<file path="config.mk">
export PLATFORM = sky130hd
export DESIGN_NAME = nes_mem_sched_flat
export DESIGN_NICKNAME = d
export VERILOG_FILES = /design/src/rtl/nes_mem_pkg.sv /design/src/rtl/nes_mem_sched_if.sv /design/src/rtl/nes_mem_slot.sv /design/src/rtl/nes_mem_sched.sv /design/src/flat_wrapper.sv
export SDC_FILE = /design/constraint.sdc
export NUM_CORES = 1
export LEC_CHECK = 0
export CAP_MARGIN = 20
export CELL_PAD_IN_SITES_DETAIL_PLACEMENT = 1
export CELL_PAD_IN_SITES_GLOBAL_PLACEMENT = 1
export CORE_ASPECT_RATIO = 0.8
export CORE_MARGIN = 3
export CORE_UTILIZATION = 38
export CTS_CLUSTER_DIAMETER = 120
export DETAILED_ROUTE_END_ITERATION = 10
export HOLD_SLACK_MARGIN = 0.15
export PLACE_DENSITY = 0.76
export SLEW_MARGIN = 20
export SYNTH_ARGS = -nofsm -noshare
export SYNTH_HDL_FRONTEND = slang
export SYNTH_SLANG_ARGS = --single-unit
export TNS_END_PERCENT = 100
</file>
<file path="constraint.sdc">
create_clock -name clk -period 2.9 [get_ports clk]
set_clock_uncertainty 0.2 [all_clocks]
set_input_delay 0.58 -clock clk [delete_from_list [all_inputs] [get_ports clk]]
set_output_delay 0.58 -clock clk [all_outputs]
set_load 0.005 [all_outputs]
</file>
<file path="src/rtl/nes_mem_pkg.sv">
// Shared types and constants for the cartridge memory scheduler.
package nes_mem_pkg;

    // Physical address width, matching the mapper prg_aout/chr_aout buses.
    localparam int ADDR_W_DEFAULT = 22;

    // Number of agents sharing the memory port.
    localparam int N_AG = 3;

    // Scheduler FSM states.
    typedef enum logic [1:0] {
        IDLE = 2'd0,
        WAIT = 2'd1,
        DONE = 2'd2
    } state_t;

    // Agent index; the numeric values index the per-agent arrays.
    typedef enum logic [1:0] {
        AG_PPU = 2'd0,
        AG_CPU = 2'd1,
        AG_LDR = 2'd2
    } agent_t;

endpackage

</file>
<file path="src/rtl/nes_mem_sched_if.sv">
// Request/acknowledge bus between the scheduler and the SDRAM/BRAM controller.
interface nes_mem_sched_if #(
    parameter int ADDR_W = nes_mem_pkg::ADDR_W_DEFAULT
);
    logic              mem_req;
    logic [ADDR_W-1:0] mem_addr;
    logic              mem_we;
    logic [7:0]        mem_wdata;
    logic              mem_ack;
    logic [7:0]        mem_rdata;

    // Scheduler side: issues requests, receives acknowledge and read data.
    modport master (
        output mem_req, mem_addr, mem_we, mem_wdata,
        input  mem_ack, mem_rdata
    );

    // Memory controller side.
    modport slave (
        input  mem_req, mem_addr, mem_we, mem_wdata,
        output mem_ack, mem_rdata
    );
endinterface

</file>
<file path="src/rtl/nes_mem_slot.sv">
// One-deep pending request slot for a single agent, with busy and sticky
// overflow tracking. A request arriving while busy is dropped.
module nes_mem_slot
    import nes_mem_pkg::*;
#(
    parameter int ADDR_W = ADDR_W_DEFAULT
) (
    input  logic              clk,
    input  logic              reset,
    input  logic              i_req,
    input  logic [ADDR_W-1:0] i_addr,
    input  logic              i_we,
    input  logic [7:0]        i_din,
    input  logic              i_clear,      // slot granted this cycle
    input  logic              i_svc_next,   // agent will be in WAIT next cycle
    output logic              o_valid,
    output logic [ADDR_W-1:0] o_addr,
    output logic              o_we,
    output logic [7:0]        o_din,
    output logic              o_busy,
    output logic              o_ovf
);

    logic              r_valid;
    logic              r_busy;
    logic              r_ovf;
    logic [ADDR_W-1:0] r_addr;
    logic              r_we;
    logic [7:0]        r_din;

    logic w_accept;
    logic w_valid_next;

    assign w_accept     = i_req & ~r_busy;
    assign w_valid_next = w_accept | (r_valid & ~i_clear);

    // Control state: valid, registered busy and sticky overflow.
    always_ff @(posedge clk) begin
        // NOTE: sequential state uses non-blocking assignments so every
        // register samples pre-edge values, independent of statement order.
        if (reset) begin
            r_valid <= 1'b0;
            r_busy  <= 1'b0;
            r_ovf   <= 1'b0;
        end else begin
            r_valid <= w_valid_next;
            r_busy  <= w_valid_next | i_svc_next;
            r_ovf   <= r_ovf | (i_req & r_busy);
        end
    end

    // Request payload, captured only when a request is accepted.
    always_ff @(posedge clk) begin
        // NOTE: payload is qualified by r_valid and never observed while
        // invalid, so it carries no reset; keeps it plain enable flops.
        if (w_accept) begin
            r_addr <= i_addr;
            r_we   <= i_we;
            r_din  <= i_din;
        end
    end

    assign o_valid = r_valid;
    assign o_addr  = r_addr;
    assign o_we    = r_we;
    assign o_din   = r_din;
    assign o_busy  = r_busy;
    assign o_ovf   = r_ovf;

endmodule

</file>
<file path="src/rtl/nes_mem_sched.sv">
// Shares the single cartridge memory port between PPU CHR, CPU PRG and the
// boot ROM loader. One pending slot per agent, priority PPU > CPU > LDR with
// CPU winning right after a PPU grant, and a req/ack handshake to memory.
module nes_mem_sched
    import nes_mem_pkg::*;
#(
    parameter int ADDR_W = ADDR_W_DEFAULT
) (
    input  logic              clk,
    input  logic              reset,
    input  logic              ldr_mode,

    input  logic              ppu_req,
    input  logic [ADDR_W-1:0] ppu_addr,
    input  logic              ppu_we,
    input  logic [7:0]        ppu_din,
    output logic              ppu_busy,
    output logic              ppu_done,
    output logic [7:0]        ppu_dout,
    output logic              ppu_ovf,

    input  logic              cpu_req,
    input  logic [ADDR_W-1:0] cpu_addr,
    input  logic              cpu_we,
    input  logic [7:0]        cpu_din,
    output logic              cpu_busy,
    output logic              cpu_done,
    output logic [7:0]        cpu_dout,
    output logic              cpu_ovf,

    input  logic              ldr_req,
    input  logic [ADDR_W-1:0] ldr_addr,
    input  logic              ldr_we,
    input  logic [7:0]        ldr_din,
    output logic              ldr_busy,
    output logic              ldr_done,
    output logic [7:0]        ldr_dout,
    output logic              ldr_ovf,

    nes_mem_sched_if.master   mem
);

    // Per-agent request inputs gathered into index-addressable arrays.
    logic [N_AG-1:0]   w_req_in;
    logic [N_AG-1:0]   w_we_in;
    logic [ADDR_W-1:0] w_addr_in [N_AG];
    logic [7:0]        w_din_in  [N_AG];

    assign w_req_in = {ldr_req, cpu_req, ppu_req};
    assign w_we_in  = {ldr_we,  cpu_we,  ppu_we};
    assign w_addr_in[AG_PPU] = ppu_addr;
    assign w_addr_in[AG_CPU] = cpu_addr;
    assign w_addr_in[AG_LDR] = ldr_addr;
    assign w_din_in[AG_PPU]  = ppu_din;
    assign w_din_in[AG_CPU]  = cpu_din;
    assign w_din_in[AG_LDR]  = ldr_din;

    // Slot outputs and slot control.
    logic [N_AG-1:0]   w_valid;
    logic [N_AG-1:0]   w_slot_we;
    logic [ADDR_W-1:0] w_slot_addr [N_AG];
    logic [7:0]        w_slot_din  [N_AG];
    logic [N_AG-1:0]   w_busy;
    logic [N_AG-1:0]   w_ovf;
    logic [N_AG-1:0]   w_clear;
    logic [N_AG-1:0]   w_svc_next;

    // Scheduler registers.
    state_t            r_state;
    agent_t            r_grant;
    logic              r_last_ppu;
    logic              r_mem_req;
    logic [ADDR_W-1:0] r_mem_addr;
    logic              r_mem_we;
    logic [7:0]        r_mem_wdata;
    logic [N_AG-1:0]   r_done;
    logic [7:0]        r_dout [N_AG];

    // Arbiter results.
    logic [N_AG-1:0]   w_elig;
    logic              w_grant_vld;
    agent_t            w_grant_idx;

    for (genvar g = 0; g < N_AG; g++) begin : g_slot
        nes_mem_slot #(
            .ADDR_W (ADDR_W)
        ) u_slot (
            .clk        (clk),
            .reset      (reset),
            .i_req      (w_req_in[g]),
            .i_addr     (w_addr_in[g]),
            .i_we       (w_we_in[g]),
            .i_din      (w_din_in[g]),
            .i_clear    (w_clear[g]),
            .i_svc_next (w_svc_next[g]),
            .o_valid    (w_valid[g]),
            .o_addr     (w_slot_addr[g]),
            .o_we       (w_slot_we[g]),
            .o_din      (w_slot_din[g]),
            .o_busy     (w_busy[g]),
            .o_ovf      (w_ovf[g])
        );
    end

    // During boot load only the loader may go; otherwise the loader never does.
    assign w_elig = ldr_mode ? (w_valid & 3'b100) : (w_valid & 3'b011);

    // Priority pick with the CPU-after-PPU anti-starvation exception.
    always_comb begin
        // NOTE: every output gets a default first so no path leaves a
        // variable unassigned, which would infer a latch.
        w_grant_vld = (r_state == IDLE) && (|w_elig);
        w_grant_idx = AG_LDR;
        if (r_last_ppu && w_elig[AG_CPU]) begin
            w_grant_idx = AG_CPU;
        end else if (w_elig[AG_PPU]) begin
            w_grant_idx = AG_PPU;
        end else if (w_elig[AG_CPU]) begin
            w_grant_idx = AG_CPU;
        end
    end

    // Slot clear on grant, and look-ahead of which agent sits in WAIT next
    // cycle so the slot can register its busy flag.
    always_comb begin
        w_clear    = '0;
        w_svc_next = '0;
        for (int a = 0; a < N_AG; a++) begin
            w_clear[a]    = w_grant_vld && (w_grant_idx == agent_t'(a));
            w_svc_next[a] = w_clear[a] ||
                            ((r_state == WAIT) && !mem.mem_ack &&
                             (r_grant == agent_t'(a)));
        end
    end

    // Scheduler FSM: grant in IDLE, hold mem_req in WAIT, pulse done in DONE.
    always_ff @(posedge clk) begin
        if (reset) begin
            r_state     <= IDLE;
            r_grant     <= AG_PPU;
            r_last_ppu  <= 1'b0;
            r_mem_req   <= 1'b0;
            r_mem_addr  <= '0;
            r_mem_we    <= 1'b0;
            r_mem_wdata <= '0;
            r_done      <= '0;
            for (int a = 0; a < N_AG; a++) begin
                r_dout[a] <= '0;
            end
        end else begin
            r_done <= '0;
            case (r_state)
                IDLE: begin
                    if (w_grant_vld) begin
                        r_grant     <= w_grant_idx;
                        r_last_ppu  <= (w_grant_idx == AG_PPU);
                        r_mem_req   <= 1'b1;
                        r_mem_addr  <= w_slot_addr[w_grant_idx];
                        r_mem_we    <= w_slot_we[w_grant_idx];
                        r_mem_wdata <= w_slot_din[w_grant_idx];
                        r_state     <= WAIT;
                    end
                end
                WAIT: begin
                    if (mem.mem_ack) begin
                        r_mem_req <= 1'b0;
                        if (!r_mem_we) begin
                            r_dout[r_grant] <= mem.mem_rdata;
                        end
                        r_done[r_grant] <= 1'b1;
                        r_state         <= DONE;
                    end
                end
                DONE: begin
                    r_state <= IDLE;
                end
                default: begin
                    r_state <= IDLE;
                end
            endcase
        end
    end

    assign mem.mem_req   = r_mem_req;
    assign mem.mem_addr  = r_mem_addr;
    assign mem.mem_we    = r_mem_we;
    assign mem.mem_wdata = r_mem_wdata;

    assign ppu_busy = w_busy[AG_PPU];
    assign cpu_busy = w_busy[AG_CPU];
    assign ldr_busy = w_busy[AG_LDR];
    assign ppu_done = r_done[AG_PPU];
    assign cpu_done = r_done[AG_CPU];
    assign ldr_done = r_done[AG_LDR];
    assign ppu_dout = r_dout[AG_PPU];
    assign cpu_dout = r_dout[AG_CPU];
    assign ldr_dout = r_dout[AG_LDR];
    assign ppu_ovf  = w_ovf[AG_PPU];
    assign cpu_ovf  = w_ovf[AG_CPU];
    assign ldr_ovf  = w_ovf[AG_LDR];

endmodule

</file>
<file path="src/flat_wrapper.sv">
// flat-port wrapper written by rule: the top's interface ports become plain ports
module nes_mem_sched_flat import nes_mem_pkg::*;
#(
    parameter int ADDR_W = ADDR_W_DEFAULT
)
  (clk, reset, ldr_mode, ppu_req, ppu_addr, ppu_we, ppu_din, ppu_busy, ppu_done, ppu_dout, ppu_ovf, cpu_req, cpu_addr, cpu_we, cpu_din, cpu_busy, cpu_done, cpu_dout, cpu_ovf, ldr_req, ldr_addr, ldr_we, ldr_din, ldr_busy, ldr_done, ldr_dout, ldr_ovf, mem_mem_req, mem_mem_addr, mem_mem_we, mem_mem_wdata, mem_mem_ack, mem_mem_rdata);
  nes_mem_sched_if #(.ADDR_W(ADDR_W)) mem_i ();
  input  logic clk;
  input  logic reset;
  input  logic ldr_mode;
  input  logic ppu_req;
  input  logic [ADDR_W-1:0] ppu_addr;
  input  logic ppu_we;
  input  logic [7:0] ppu_din;
  output logic ppu_busy;
  output logic ppu_done;
  output logic [7:0] ppu_dout;
  output logic ppu_ovf;
  input  logic cpu_req;
  input  logic [ADDR_W-1:0] cpu_addr;
  input  logic cpu_we;
  input  logic [7:0] cpu_din;
  output logic cpu_busy;
  output logic cpu_done;
  output logic [7:0] cpu_dout;
  output logic cpu_ovf;
  input  logic ldr_req;
  input  logic [ADDR_W-1:0] ldr_addr;
  input  logic ldr_we;
  input  logic [7:0] ldr_din;
  output logic ldr_busy;
  output logic ldr_done;
  output logic [7:0] ldr_dout;
  output logic ldr_ovf;
  output wire logic [$bits(mem_i.mem_req)-1:0] mem_mem_req;
  output wire logic [$bits(mem_i.mem_addr)-1:0] mem_mem_addr;
  output wire logic [$bits(mem_i.mem_we)-1:0] mem_mem_we;
  output wire logic [$bits(mem_i.mem_wdata)-1:0] mem_mem_wdata;
  input wire logic [$bits(mem_i.mem_ack)-1:0] mem_mem_ack;
  input wire logic [$bits(mem_i.mem_rdata)-1:0] mem_mem_rdata;
  assign mem_mem_req = mem_i.mem_req;
  assign mem_mem_addr = mem_i.mem_addr;
  assign mem_mem_we = mem_i.mem_we;
  assign mem_mem_wdata = mem_i.mem_wdata;
  assign mem_i.mem_ack = mem_mem_ack;
  assign mem_i.mem_rdata = mem_mem_rdata;
  nes_mem_sched #(.ADDR_W(ADDR_W)) u_core (.clk(clk), .reset(reset), .ldr_mode(ldr_mode), .ppu_req(ppu_req), .ppu_addr(ppu_addr), .ppu_we(ppu_we), .ppu_din(ppu_din), .ppu_busy(ppu_busy), .ppu_done(ppu_done), .ppu_dout(ppu_dout), .ppu_ovf(ppu_ovf), .cpu_req(cpu_req), .cpu_addr(cpu_addr), .cpu_we(cpu_we), .cpu_din(cpu_din), .cpu_busy(cpu_busy), .cpu_done(cpu_done), .cpu_dout(cpu_dout), .cpu_ovf(cpu_ovf), .ldr_req(ldr_req), .ldr_addr(ldr_addr), .ldr_we(ldr_we), .ldr_din(ldr_din), .ldr_busy(ldr_busy), .ldr_done(ldr_done), .ldr_dout(ldr_dout), .ldr_ovf(ldr_ovf), .mem(mem_i));
endmodule
</file>
# Word level (Yosys, flattened, before mapping)
# Memory sizes are Yosys's and may differ from the RTL's.
# Cells that the tools add are included.
[classes]
div = 0
n_shift = 0
n_mux = 30
n_reduce_logical = 24
add_sub_neg = 0
eq_ne = 7
n_bitwise = 27
order_cmp = 4
n_mul = 0
[op_table]
columns = ["op", "n"]
rows = [
  ["binary-select mux 22 bit (select 2 bit)", 1],
  ["two-way mux 22 bit", 2],
  ["two-way mux 8 bit", 3],
  ["binary-select mux 8 bit (select 2 bit)", 1],
  ["two-way mux 1 bit", 12],
  ["two-way mux 2 bit", 6],
  ["logical AND 1 bit", 10],
  ["AND 1 bit", 9],
  ["bitwise OR 1 bit", 9],
  ["inverter 1 bit", 8],
  ["OR reduction 8 bit", 1],
  ["equality test 2 x 1 -> 1 bit, second input constant", 3],
  ["zero test 2 bit", 3],
  ["< comparator 2 x 3 -> 1 bit, second input constant", 2],
  ["OR reduction 3 bit", 2],
  ["equality test 2 bit, second input constant", 2],
  ["case mux 2 bit (2 select lines)", 1],
  ["AND reduction 2 bit", 2],
  [">= comparator 3 bit, second input constant", 1],
  ["logical OR 1 bit", 3],
  ["two-way mux 3 bit", 1],
  ["inverter 2 -> 3 bit", 1],
  ["AND reduction 3 bit", 1],
  ["binary-select mux 1 bit (select 2 bit)", 1],
  ["other kinds (7)", 7],
]
[word_totals]
memories = 1
romBits = 0
latch_bits = 0
ram_bits = 24
regBits = 142
[memory_table]
columns = ["memory", "words", "width", "read_ports", "rd_ports_with_merged_regs", "write_ports", "line_no", "rtl"]
rows = [
  ["u_core.r_dout", 3, 8, 3, 0, 3, "nes_mem_sched.sv:77", "logic [7:0] r_dout [N_AG];"],
]

# Depth between registers and ports, before layout
[logic_depth]
word_depth = 10
mapped_depth = 6

# By module
# From an unflattened synthesis, not the netlist that was laid out.
[hier_totals]
hier_cells = 439
area_unflattened_um2 = 6184.7
[by_module_without_submodules]
columns = ["mod", "n_inst", "area_per_inst_um2", "cells_per_inst", "seq_area_each_um2"]
rows = [
  ["nes_mem_slot", 3, 1039.7, 42, 991.0],
  ["nes_mem_sched", 1, 3065.4, 313, 1521.5],
]

# Worst setup path before layout
# No wires, ideal clock.
[synth_timing]
path_type = "input port to flip-flop"
from = "in ppu_req"
to = "reg u_core.g_slot[0].u_slot.r_addr[0] (enable)"
slack_ps = 226
stages = 1
t_arrival_ps = 2048
setup_time_ps = 426
path_cell_list = "nor2b_1"
[synth_between]
elab_chain_len = 1
[synth_lines]
columns = ["item", "line_no", "rtl"]
rows = [
  ["start: declaration", "flat_wrapper.sv:11", "input logic ppu_req;"],
  ["AND 1 bit", "nes_mem_slot.sv:34", "assign w_accept = i_req & ~r_busy;"],
  ["end signal: assignment", "nes_mem_slot.sv:57", "r_addr <= i_addr;"],
  ["end: declaration", "nes_mem_slot.sv:27", "logic [ADDR_W-1:0] r_addr;"],
]
# No other way between the ends.
# A chain may end at the register's enable or synchronous reset.

# Final worst setup path
[layout_timing]
from = "reg u_core.r_mem_we (netlist: u_core.mem.mem_we)"
to = "out mem_mem_we"
[layout_rtl]
columns = ["item", "line_no", "rtl"]
rows = [
  ["start: declaration", "nes_mem_sched.sv:74", "logic r_mem_we;"],
  ["start signal: assignment", "nes_mem_sched.sv:159", "r_mem_we <= w_slot_we[w_grant_idx];"],
  ["end: declaration", "flat_wrapper.sv:37", "output wire logic [$bits(mem_i.mem_we)-1:0] mem_mem_we;"],
]
# No word-level cell between the ends.

==> results.md <==
* Status: completed
* Layout cells sized above 1 at 11.0%
* Mean post-synth cell area at 14.8 sq um
* Core area at ~15000 sq um
* Post-synthesis cell count at 416
* Initial DRC count at 283
* Critical-path cell list: clkdlybuf4s50_1
* Detailed Route WL at 18.2 mm
* Mapped cell area at 6160 sq um
* GR Util met1 at 24.5%
* Final setup fails at 0
* Critical Path End Type: output port
* Worst R2R Path Depth at 5
* Final Cycle Share at about 80%
* Antenna violations before repair at 0
* Post-CTS setup buffer count at 0
* Count of clock tree sinks at about 170
* Min-delay worst type: reg -> reg
* H-tree levels at 4
* TritonCTS Buffers at 17
* GPL Wtd Cong at 0.769
* Relative slew margins at 40.4%
* Yosys top cell area share at a little under three fifths
* Sequential share of the synthesized area at 73.0%
* Pleak at 3.01 nW
* Tot GR Track Use at 20.7%
* Hold Path Cell Cnt at 2
* Worst path bufs/invs at 1
* Critical Path RT at 2.12 ns
* Met3 GRT Util at 7.06%
* Slowest stage cell, crit path: clkdlybuf4s50_1
* Worst skew pair latency at 0.43 ns
* Die area at 17800 sq um
* FMAX at between 400 and 500 MHz
* Cell Rows at 40
* Top area cells in the synthesized netlist: edfxtp_1 57%, dfxtp_1 16%, a311oi_1 4.4%
* GR Overflow Total at 0
* Clk buf depth at 2
* Reg-to-Reg Start: u_core.g_slot[0].u_slot.o_valid
* Max stage delay on crit path at about 0.61 ns
* Fill count at 1520
* CP delay by family, top: buffers and inverters
* Vias in the first global route at 4827
* Syn nets at 524
* Crit path launch type: register
* CTS tree: yes
* Hold_sp: u_core.g_slot[1].u_slot.o_ovf
* Worst VDD drop at around 480 uV
* Setup TNS Final at 0 ns
* Hold endpoint: u_core.g_slot[1].u_slot.o_ovf
* DRT antenna net count at 0
* Finished Core Util at a little under three fifths
* Arrival @ worst endpoint at between 1.5 and 2 ns
* First-pass GRT wire length at 27.7 mm
* Post-synth EDFFs at 117
* Clk root buf: clkbuf_16
* Vias post-DR at 4392
* Post-CTS Hold Fix Bufs at 0
* IO buf count at 172
* Worst slew pin tran at 0.892 ns
* Ant diodes at 0
* Synth cell types at 38
* I/O pin cnt at 173
* Leading area contributor after synthesis: edfxtp_1
* Post-CTS resize count at 0
* WL per Instance at about 23 microns
* Starting Density at 39.9%
* Chip Height at 120 microns
* Slew Viols, Final at 0
* Die X at 148 microns
* Critical Path Stages at 1
* Nets at around 700
* Final hold violations at 0
* Type of the worst setup path: reg -> out
* Power Density at 711 nW/um^2
* Worst Path Max Fanout at 5
* Register-to-register setup slack at 0.63 ns
* Syn. warnings at 0
* Reg clk slew, reported paths at 0.06 ns
* DRC errors left at 0
* RSZ-0062 raised after global routing: no
* Final HPWL DP at about 12 mm
* Post-synth ARST share at 0%
* Max-cap check violation count at 0
* Post-DR vias/cell at approximately 5.4
* Met2 Usage GRT at 35.8%
* Largest net degree at the start of global routing at 46
* Primary FF master, synth: edfxtp_1
* TritonRoute pass-1 iters at 4
* Fin crit period at 2.32 ns
* P&R area growth vs syn at 44.0%
* Worst r2r dst: u_core.mem.mem_addr[19]
* Yosys reg bits at 166
* Global routing's busiest layer: met2
## synth_stat cells, types with 3 or more instances
| library cell | count |
|---|---|
| a311oi_1 | 31 |
| dfxtp_1 | 49 |
| inv_1 | 4 |
| and2_1 | 24 |
| nor3_1 | 3 |
| buf_2 | 20 |
| o31ai_1 | 3 |
| buf_6 | 3 |
| a21oi_1 | 8 |
| o21a_1 | 3 |
| nand3_1 | 34 |
| nor2b_1 | 4 |
| or2_2 | 3 |
| clkbuf_1 | 14 |
| edfxtp_1 | 117 |
| a31oi_1 | 31 |
| nor2_1 | 8 |
| a32oi_1 | 31 |
## layer usage
metal | share of wire [%] | wire length (microns)
met1 | 41 | 7510
met2 | 51 | 9250
met3 | 7.3 | 1330
met4 | 0.72 | 132
met5 | 0 | 0
## state kept, by name, indices dropped and copies added (netlist names), 2 cells and up
name                          count
u_core.g_slot.u_slot.o_busy       3
u_core.r_grant                    2
u_core.r_dout                    24
u_core.r_state                    2
u_core.mem.mem_wdata              8
u_core.g_slot.u_slot.o_we         3
u_core.g_slot.u_slot.o_addr      66
u_core.r_done                     3
u_core.g_slot.u_slot.o_ovf        3
u_core.g_slot.u_slot.o_din       24
u_core.mem.mem_addr              22
u_core.g_slot.u_slot.o_valid      3
## worst reg2reg max path, delay by kind of cell (launching register included)
family	cells	cell delay, ns
buffers and inverters	2	0.57
AO/OA/AOI/OAI	1	0.31
flip-flops	1	0.34
AND/OR/NAND/NOR	2	0.75
## kinds of logic after synthesis
| group | Yosys count | synth area share [%] |
|---|---|---|
| AO/OA/AOI/OAI | 115 | 14.4 |
| AND/OR/NAND/NOR | 92 | 9.09 |
| buffers and inverters | 43 | 3.52 |
| flip-flops | 166 | 73.0 |
## through the flow
| step | cell area, sq um | setup slack (ns) | std cells | total power [W] | hold slack, ns |
|---|---|---|---|---|---|
| floorplan | 6160 | 0.226 | 416 | 0.00317 | 0.253 |
| global placement | 8130 | 0.0789 | 776 | 0.00361 | 0.253 |
| detailed placement | 8160 | 0.178 | 778 | 0.00366 | 0.271 |
| CTS | 8870 | 0.540 | 810 | 0.00636 | 0.285 |
| global route | 8870 | 0.472 | 810 | 0.00654 | 0.304 |
| finish | 8870 | 0.583 | 810 | 0.00631 | 0.279 |
## layout by cell type, fill, tap and decap left out, types with 3 or more instances in the layout
cell and n:
a21oi_1 8, a311oi_1 31, a31oi_1 31, a32oi_1 31
and2_1 24, buf_4 15, bufinv_16 7, clkbuf_16 17
clkdlybuf4s50_1 171, dfxtp_1 49, edfxtp_1 117, inv_1 4
inv_6 3, nand3_1 34, nor2_1 7, nor2b_4 3
nor3_1 3, o21a_1 3, o31ai_1 3, or2_2 3
## worst max path at each step
stage,from,end
5_1_grt,u_core.g_slot[0].u_slot.o_valid,u_core.mem.mem_addr[19]
2_1_floorplan,ppu_req,u_core.g_slot[0].u_slot.o_addr[0]
6_report,u_core.mem.mem_we,mem_mem_we
3_5_place_dp,ldr_mode,u_core.mem.mem_addr[9]
3_3_place_gp,ldr_mode,u_core.mem.mem_wdata[3]
4_1_cts,u_core.mem.mem_we,mem_mem_we
## report_power, final
group	internal (W)	leakage [nW]	switching, W
clock network	0.00174	0.339	0.000960
logic	0.000406	1.13	0.000378
registers	0.00273	1.54	0.0000955
total	0.00487	3.01	0.00143
## final cells by class
cell class / count / area [sq um] / share of cell area (%)
inverters: 4 / 15.0 / 0.169
repair buffers: 191 / 1900 / 21.4
multi-input cells: 207 / 1490 / 16.8
clock buffers: 18 / 439 / 4.95
flip-flops and latches: 166 / 4490 / 50.7
clock inverters: 14 / 268 / 3.02
well taps: 210 / 263 / 2.96
(Power assumes the default switching activity.)
